<file path="src/rtl/ic_resp_pkg.sv">
// Shared types and defaults for the instruction-cache response buffer.
// Optional same-cycle bypass is enabled by defining IC_RESP_BUF_BYPASS_EN.
package ic_resp_pkg;

    localparam int IC_RESP_DATA_WIDTH = 32;
    localparam int IC_RESP_ID_WIDTH   = 4;
    localparam int IC_RESP_DEPTH_DEF  = 4;

    typedef struct packed {
        logic [IC_RESP_DATA_WIDTH-1:0] rdata;
        logic [IC_RESP_ID_WIDTH-1:0]   id;
    } ic_resp_t;

endpackage

</file>
<file path="src/rtl/ic_resp_fifo.sv">
// Response FIFO: storage, wrapping pointers and occupancy count.
// A push while full is ignored unless a pop happens in the same cycle.
module ic_resp_fifo
    import ic_resp_pkg::*;
#(
    parameter int WIDTH     = IC_RESP_DATA_WIDTH + IC_RESP_ID_WIDTH,
    parameter int DEPTH     = IC_RESP_DEPTH_DEF,
    parameter int CNT_WIDTH = $clog2(DEPTH) + 1
) (
    input  logic                 clk,
    input  logic                 rst,
    input  logic                 push,
    input  logic                 pop,
    input  logic [WIDTH-1:0]     wdata,
    output logic [WIDTH-1:0]     rdata,
    output logic                 full,
    output logic                 empty,
    output logic [CNT_WIDTH-1:0] count
);

    localparam int PTR_W = $clog2(DEPTH);
    localparam logic [CNT_WIDTH-1:0] FULL_CNT = CNT_WIDTH'(DEPTH);

    logic [WIDTH-1:0] mem [DEPTH];
    logic [PTR_W-1:0] wptr;
    logic [PTR_W-1:0] rptr;
    logic             wen;
    logic             ren;

    assign full  = (count == FULL_CNT);
    assign empty = (count == '0);
    assign ren   = pop & ~empty;
    assign wen   = push & (~full | ren);
    assign rdata = mem[rptr];

    // Storage and pointers; pointers wrap naturally since DEPTH is a power of two.
    always_ff @(posedge clk or posedge rst) begin
        if (rst) begin
            for (int i = 0; i < DEPTH; i++) begin
                mem[i] <= '0;
            end
            wptr <= '0;
            rptr <= '0;
        end else begin
            if (wen) begin
                mem[wptr] <= wdata;
                wptr      <= wptr + 1'b1;
            end
            if (ren) begin
                rptr <= rptr + 1'b1;
            end
        end
    end

    // Occupancy: simultaneous push and pop leave it unchanged.
    always_ff @(posedge clk or posedge rst) begin
        if (rst) begin
            count <= '0;
        end else begin
            case ({wen, ren})
                2'b10:   count <= count + 1'b1;
                2'b01:   count <= count - 1'b1;
                default: count <= count;
            endcase
        end
    end

endmodule

</file>
<file path="src/rtl/ic_resp_buffer.sv">
// Buffers merged I-cache responses and gates request issue with credits.
// Define IC_RESP_BUF_BYPASS_EN for a 0-cycle path when the FIFO is empty.
module ic_resp_buffer
    import ic_resp_pkg::*;
#(
    parameter  int DATA_WIDTH = IC_RESP_DATA_WIDTH,
    parameter  int ID_WIDTH   = IC_RESP_ID_WIDTH,
    parameter  int DEPTH      = IC_RESP_DEPTH_DEF,
    localparam int CNT_WIDTH  = $clog2(DEPTH) + 1
) (
    input  logic                  clk,
    input  logic                  rst,
    input  logic                  req_fire_i,
    output logic                  can_issue_o,
    input  logic                  data_r_valid_i,
    input  logic [DATA_WIDTH-1:0] data_r_rdata_i,
    input  logic [ID_WIDTH-1:0]   data_r_ID_i,
    output logic                  resp_valid_o,
    input  logic                  resp_ready_i,
    output logic [DATA_WIDTH-1:0] resp_rdata_o,
    output logic [ID_WIDTH-1:0]   resp_ID_o,
    output logic [CNT_WIDTH-1:0]  outstanding_o,
    output logic                  err_o
);

    localparam int W = DATA_WIDTH + ID_WIDTH;
    localparam logic [CNT_WIDTH-1:0] CNT_MAX = '1;
    localparam logic [CNT_WIDTH:0]   DEPTH_X = (CNT_WIDTH + 1)'(DEPTH);

    logic [W-1:0]         head;
    logic                 full;
    logic                 empty;
    logic [CNT_WIDTH-1:0] count;
    logic [CNT_WIDTH-1:0] outstanding;
    logic                 push;
    logic                 pop;
    logic                 drop;
    logic                 unexpected;
    logic                 over_issue;

    ic_resp_fifo #(
        .WIDTH     (W),
        .DEPTH     (DEPTH),
        .CNT_WIDTH (CNT_WIDTH)
    ) u_fifo (
        .clk   (clk),
        .rst   (rst),
        .push  (push),
        .pop   (pop),
        .wdata ({data_r_rdata_i, data_r_ID_i}),
        .rdata (head),
        .full  (full),
        .empty (empty),
        .count (count)
    );

`ifdef IC_RESP_BUF_BYPASS_EN
    logic bypass;
    assign bypass       = empty & data_r_valid_i;
    assign resp_valid_o = ~empty | data_r_valid_i;
    assign pop          = ~empty & resp_ready_i;
    // A bypassed response consumed this cycle never touches the FIFO.
    assign push         = data_r_valid_i & ~(bypass & resp_ready_i);
    assign {resp_rdata_o, resp_ID_o} =
        bypass ? {data_r_rdata_i, data_r_ID_i} : head;
`else
    assign resp_valid_o = ~empty;
    assign pop          = ~empty & resp_ready_i;
    assign push         = data_r_valid_i;
    assign {resp_rdata_o, resp_ID_o} = head;
`endif

    // Credits: in-flight requests plus buffered responses must fit the FIFO.
    assign can_issue_o   = ({1'b0, outstanding} + {1'b0, count}) < DEPTH_X;
    assign outstanding_o = outstanding;

    assign unexpected = data_r_valid_i & (outstanding == '0);
    assign drop       = data_r_valid_i & full & ~pop;
    assign over_issue = req_fire_i & ~can_issue_o;

    // Outstanding-request counter, saturating at both ends.
    always_ff @(posedge clk or posedge rst) begin
        if (rst) begin
            outstanding <= '0;
        end else begin
            case ({req_fire_i, data_r_valid_i})
                2'b10: begin
                    if (outstanding != CNT_MAX) begin
                        outstanding <= outstanding + 1'b1;
                    end
                end
                2'b01: begin
                    if (outstanding != '0) begin
                        outstanding <= outstanding - 1'b1;
                    end
                end
                default: outstanding <= outstanding;
            endcase
        end
    end

    // Sticky protocol error flag.
    always_ff @(posedge clk or posedge rst) begin
        if (rst) begin
            err_o <= 1'b0;
        end else begin
            err_o <= err_o | unexpected | drop | over_issue;
        end
    end

endmodule

</file>
<file path="config.mk">
export PLATFORM = sky130hd
export DESIGN_NAME = ic_resp_buffer
export DESIGN_NICKNAME = d
export VERILOG_FILES = /design/src/rtl/ic_resp_pkg.sv /design/src/rtl/ic_resp_fifo.sv /design/src/rtl/ic_resp_buffer.sv
export SDC_FILE = /design/constraint.sdc
export NUM_CORES = 1
export LEC_CHECK = 0
export ABC_CLOCK_PERIOD_IN_PS = 5500
export BUFFER_PORTS_ARGS = -buffer_cell sky130_fd_sc_hd__buf_2
export CORE_ASPECT_RATIO = 1.25
export CORE_UTILIZATION = 34
export CTS_CLUSTER_DIAMETER = 150
export DETAILED_ROUTE_END_ITERATION = 8
export HOLD_SLACK_MARGIN = 0.02
export MAX_ROUTING_LAYER = met4
export SLEW_MARGIN = 0
export SYNTH_ARGS = -nofsm -noshare
export SYNTH_HDL_FRONTEND = slang
export SYNTH_SLANG_ARGS = --single-unit
export TNS_END_PERCENT = 100
</file>
<file path="constraint.sdc">
create_clock -name clk -period 5.5 [get_ports clk]
set_clock_uncertainty 0.05 [all_clocks]
set_input_delay 0.275 -clock clk [delete_from_list [all_inputs] [get_ports clk]]
set_output_delay 0.275 -clock clk [all_outputs]
set_load 0.05 [all_outputs]
</file>
==> flow_summary.toml <==
[clock_tree]
clkLatencyLatePin_ns = 0.42
clockRootBuffer = "clkbuf_16"
clock-sinks = 155
clockBufferDepth = 2
postCtsSetupBuffers = 0
cts.clk_slew.worst_paths_ns = 0.07
cts_max_level = 4
numCtsBuffers = 17
tritoncts = "yes"

[timing]
period_minus_slack_ns = 2.92
finalSetupViolations = 0
fin_crit_sh_pct = 53.1
slew_headroom_pct = 29.1
fmax_mhz = 342
setup_ws_ns = 2.58
rsz0062_at_grt = "false"
timing.setup.tns_ns = 0
slew_violations = 0
worst_pin_slew_ns = 1.06
hold_viol = 0

[grt]
overflow = 0
grt_usage_pct = 15.0
antenna_found_initial = 0
grt_max_degree = 81
grt_pass1_wl_mm = 25.3
grt_pass1_vias = 4414

[synthesis]
synth.distinct_cells = 32
synth_top_cell_area_share_pct = 51.3
ys_top_cells_by_area = "dfrtp_1 (51%), mux2_4 (24%), mux4_2 (11%)"
synth_simple_gate_area_share_pct = 1.94
synth_warnings = 0
synth_seq_cells = 155
synthMuxAreaShare_pct = 38.4
avgSynthCellArea_um2 = 18.1
ys_async_sr_fraction_pct = 100
yosysMostFrequentCell = "dfrtp_1"
synth_compound_area_share_pct = 1.11
yosysSeqAreaShare_pct = 51.3
synthTopCellsByCount = "dfrtp_1 (155), mux2_4 (120), mux4_2 (36), mux2_2 (25), inv_1 (13)"
synth_ff_type = "dfrtp_1"
syn_area_um2 = 7560
synth_top_family_by_area = "multiplexers"
yosys.area.top_type = "dfrtp_1"
synth_edf_count = 0
syn-instance-count = 418
synth_fa_ha_area_share_pct = 2.02
syn-num-nets = 470
synth_xor_area_share_pct = 0.810

[worst_setup_path]
path_class = "register to primary output"
cpLargestDelayFamily = "flip-flops"
critPathMaxFanout = 20
slowest_stage = "dfrtp_2"
cp-start-kind = "register"
cp-end-kind = "primary output"
arrival_ns = 2.60
slowest_delay_ns = 0.82
required_ns = 5.18
path_cells = "buf_4, mux4_2, buf_2"
cp_num_buf_inv = 2

[floorplan]
die-width_um = 135
dieArea_um2 = 22900
rows = 60
chipHeight_um = 169
ios = 83
start_util_pct = 34.9
coreArea_um2 = 21700

[outcome]
status = "finished clean"

[routing]
via_per_inst = 4.89
dr.pass1.iters = 4
wl_per_cell_um = 19.2
drt-total-wl_mm = 15.2
drc = 0
num_vias = 3862
ant_nets = 0
drt_iter0_drc = 107

[job]
drv_cap = 0

[place]
placement.io_buffers = 82
preCtsSetupSlack_ns = 2.87
globalplace.congestion = 0.709
dp_hpwl_mm = 9.22

[final_layout]
drive_gt1_share_pct = 60.3
antenna_cells = 0
syn2layout_area_growth_pct = 14.7
nets = 552

[worst_hold_path]
hold_class = "input pin to register"
logic make-up after synthesis:
kind of cell / Yosys count
xor+xnor: 7
fa+ha+maj: 11
mux: 182
buf+inv: 35
flops: 155
compound gates: 12
simple gates: 16
path summary, 6_finish.rpt:
path / cells past startpoint / start / slack, ns / to
min reg2reg: 2 / err_o$_DFF_PP0_ / 0.44 / err_o$_DFF_PP0_
max in group asynchronous: 4 / rst / 3.47 / u_fifo.mem[42]$_DFFE_PP0P_
max reg2reg: 8 / u_fifo.count[0]$_DFFE_PP0P_ / 2.87 / u_fifo.count[2]$_DFFE_PP0P_
min: 2 / data_r_rdata_i[27] / 0.09 / u_fifo.mem[31]$_DFFE_PP0P_
max: 3 / u_fifo.rptr[0]$_DFFE_PP0P_ / 2.58 / resp_rdata_o[15]
min in group asynchronous: 3 / rst / 0.48 / u_fifo.mem[56]$_DFFE_PP0P_
what timing repair did:
action / CTS / global route
gates resized for setup: 0 / 0
endpoints found under the hold margin: 79 / 0
hold buffers: 1 / 0
layer usage:
layer	GRT usage [%]	vias to the layer above	routed length (µm)
met2	23.5	66	7550
met5	-	-	0
met1	19.6	2080	6940
met3	3.02	12	518
li1	-	1704	-
met4	4.54	0	167
stage by stage:
| step | area (µm²) | utilization [%] | std cells | hold WS [ns] |
|---|---|---|---|---|
| 6_report | 8680 | 40.0 | 790 | 0.0898 |
| 5_1_grt | 8680 | 40.0 | 790 | 0.0746 |
| 4_1_cts | 8680 | 40.0 | 790 | 0.0675 |
| 3_5_place_dp | 8060 | 37.1 | 759 | 0.418 |
| 3_3_place_gp | 8060 | 37.1 | 759 | 0.387 |
| 2_1_floorplan | 7560 | - | 418 | 0.374 |
area by class of cell:
class                   count  area [µm²]
clock inverters            10         141
flip-flops and latches    155        3880
repair buffers             85         435
multi-input cells         228        3350
clock buffers              20         467
fillers                  1944       13000
inverters                  13        53.8
well taps                 279         349
placed cells by master, fill, tap and decap left out, types with 2 or more instances in the layout:
master,instances
dfrtp_1,153
mux2_4,120
buf_2,82
mux4_2,36
mux2_2,25
clkbuf_16,17
inv_1,12
ha_1,9
o21ai_0,5
nand3_4,4
xor2_1,4
xnor2_1,3
clkbuf_8,3
bufinv_16,3
nand2_1,2
o31a_2,2
or3b_2,2
nor2_1,2
inv_6,2
fa_1,2
clkinvlp_4,2
clkinv_4,2
clkinv_2,2
buf_4,2
dfrtp_2,2
state kept, by name (all words and copies together), names as in the netlist:
| signal | flops |
|---|---|
| outstanding_o | 3 |
| u_fifo.wptr | 2 |
| u_fifo.mem | 144 |
| u_fifo.rptr | 2 |
| u_fifo.count | 3 |
| err_o | 1 |
Power is left out: the tool's default activity adds up to more than one toggle a clock period on the data nets, which glitch-free logic cannot reach.
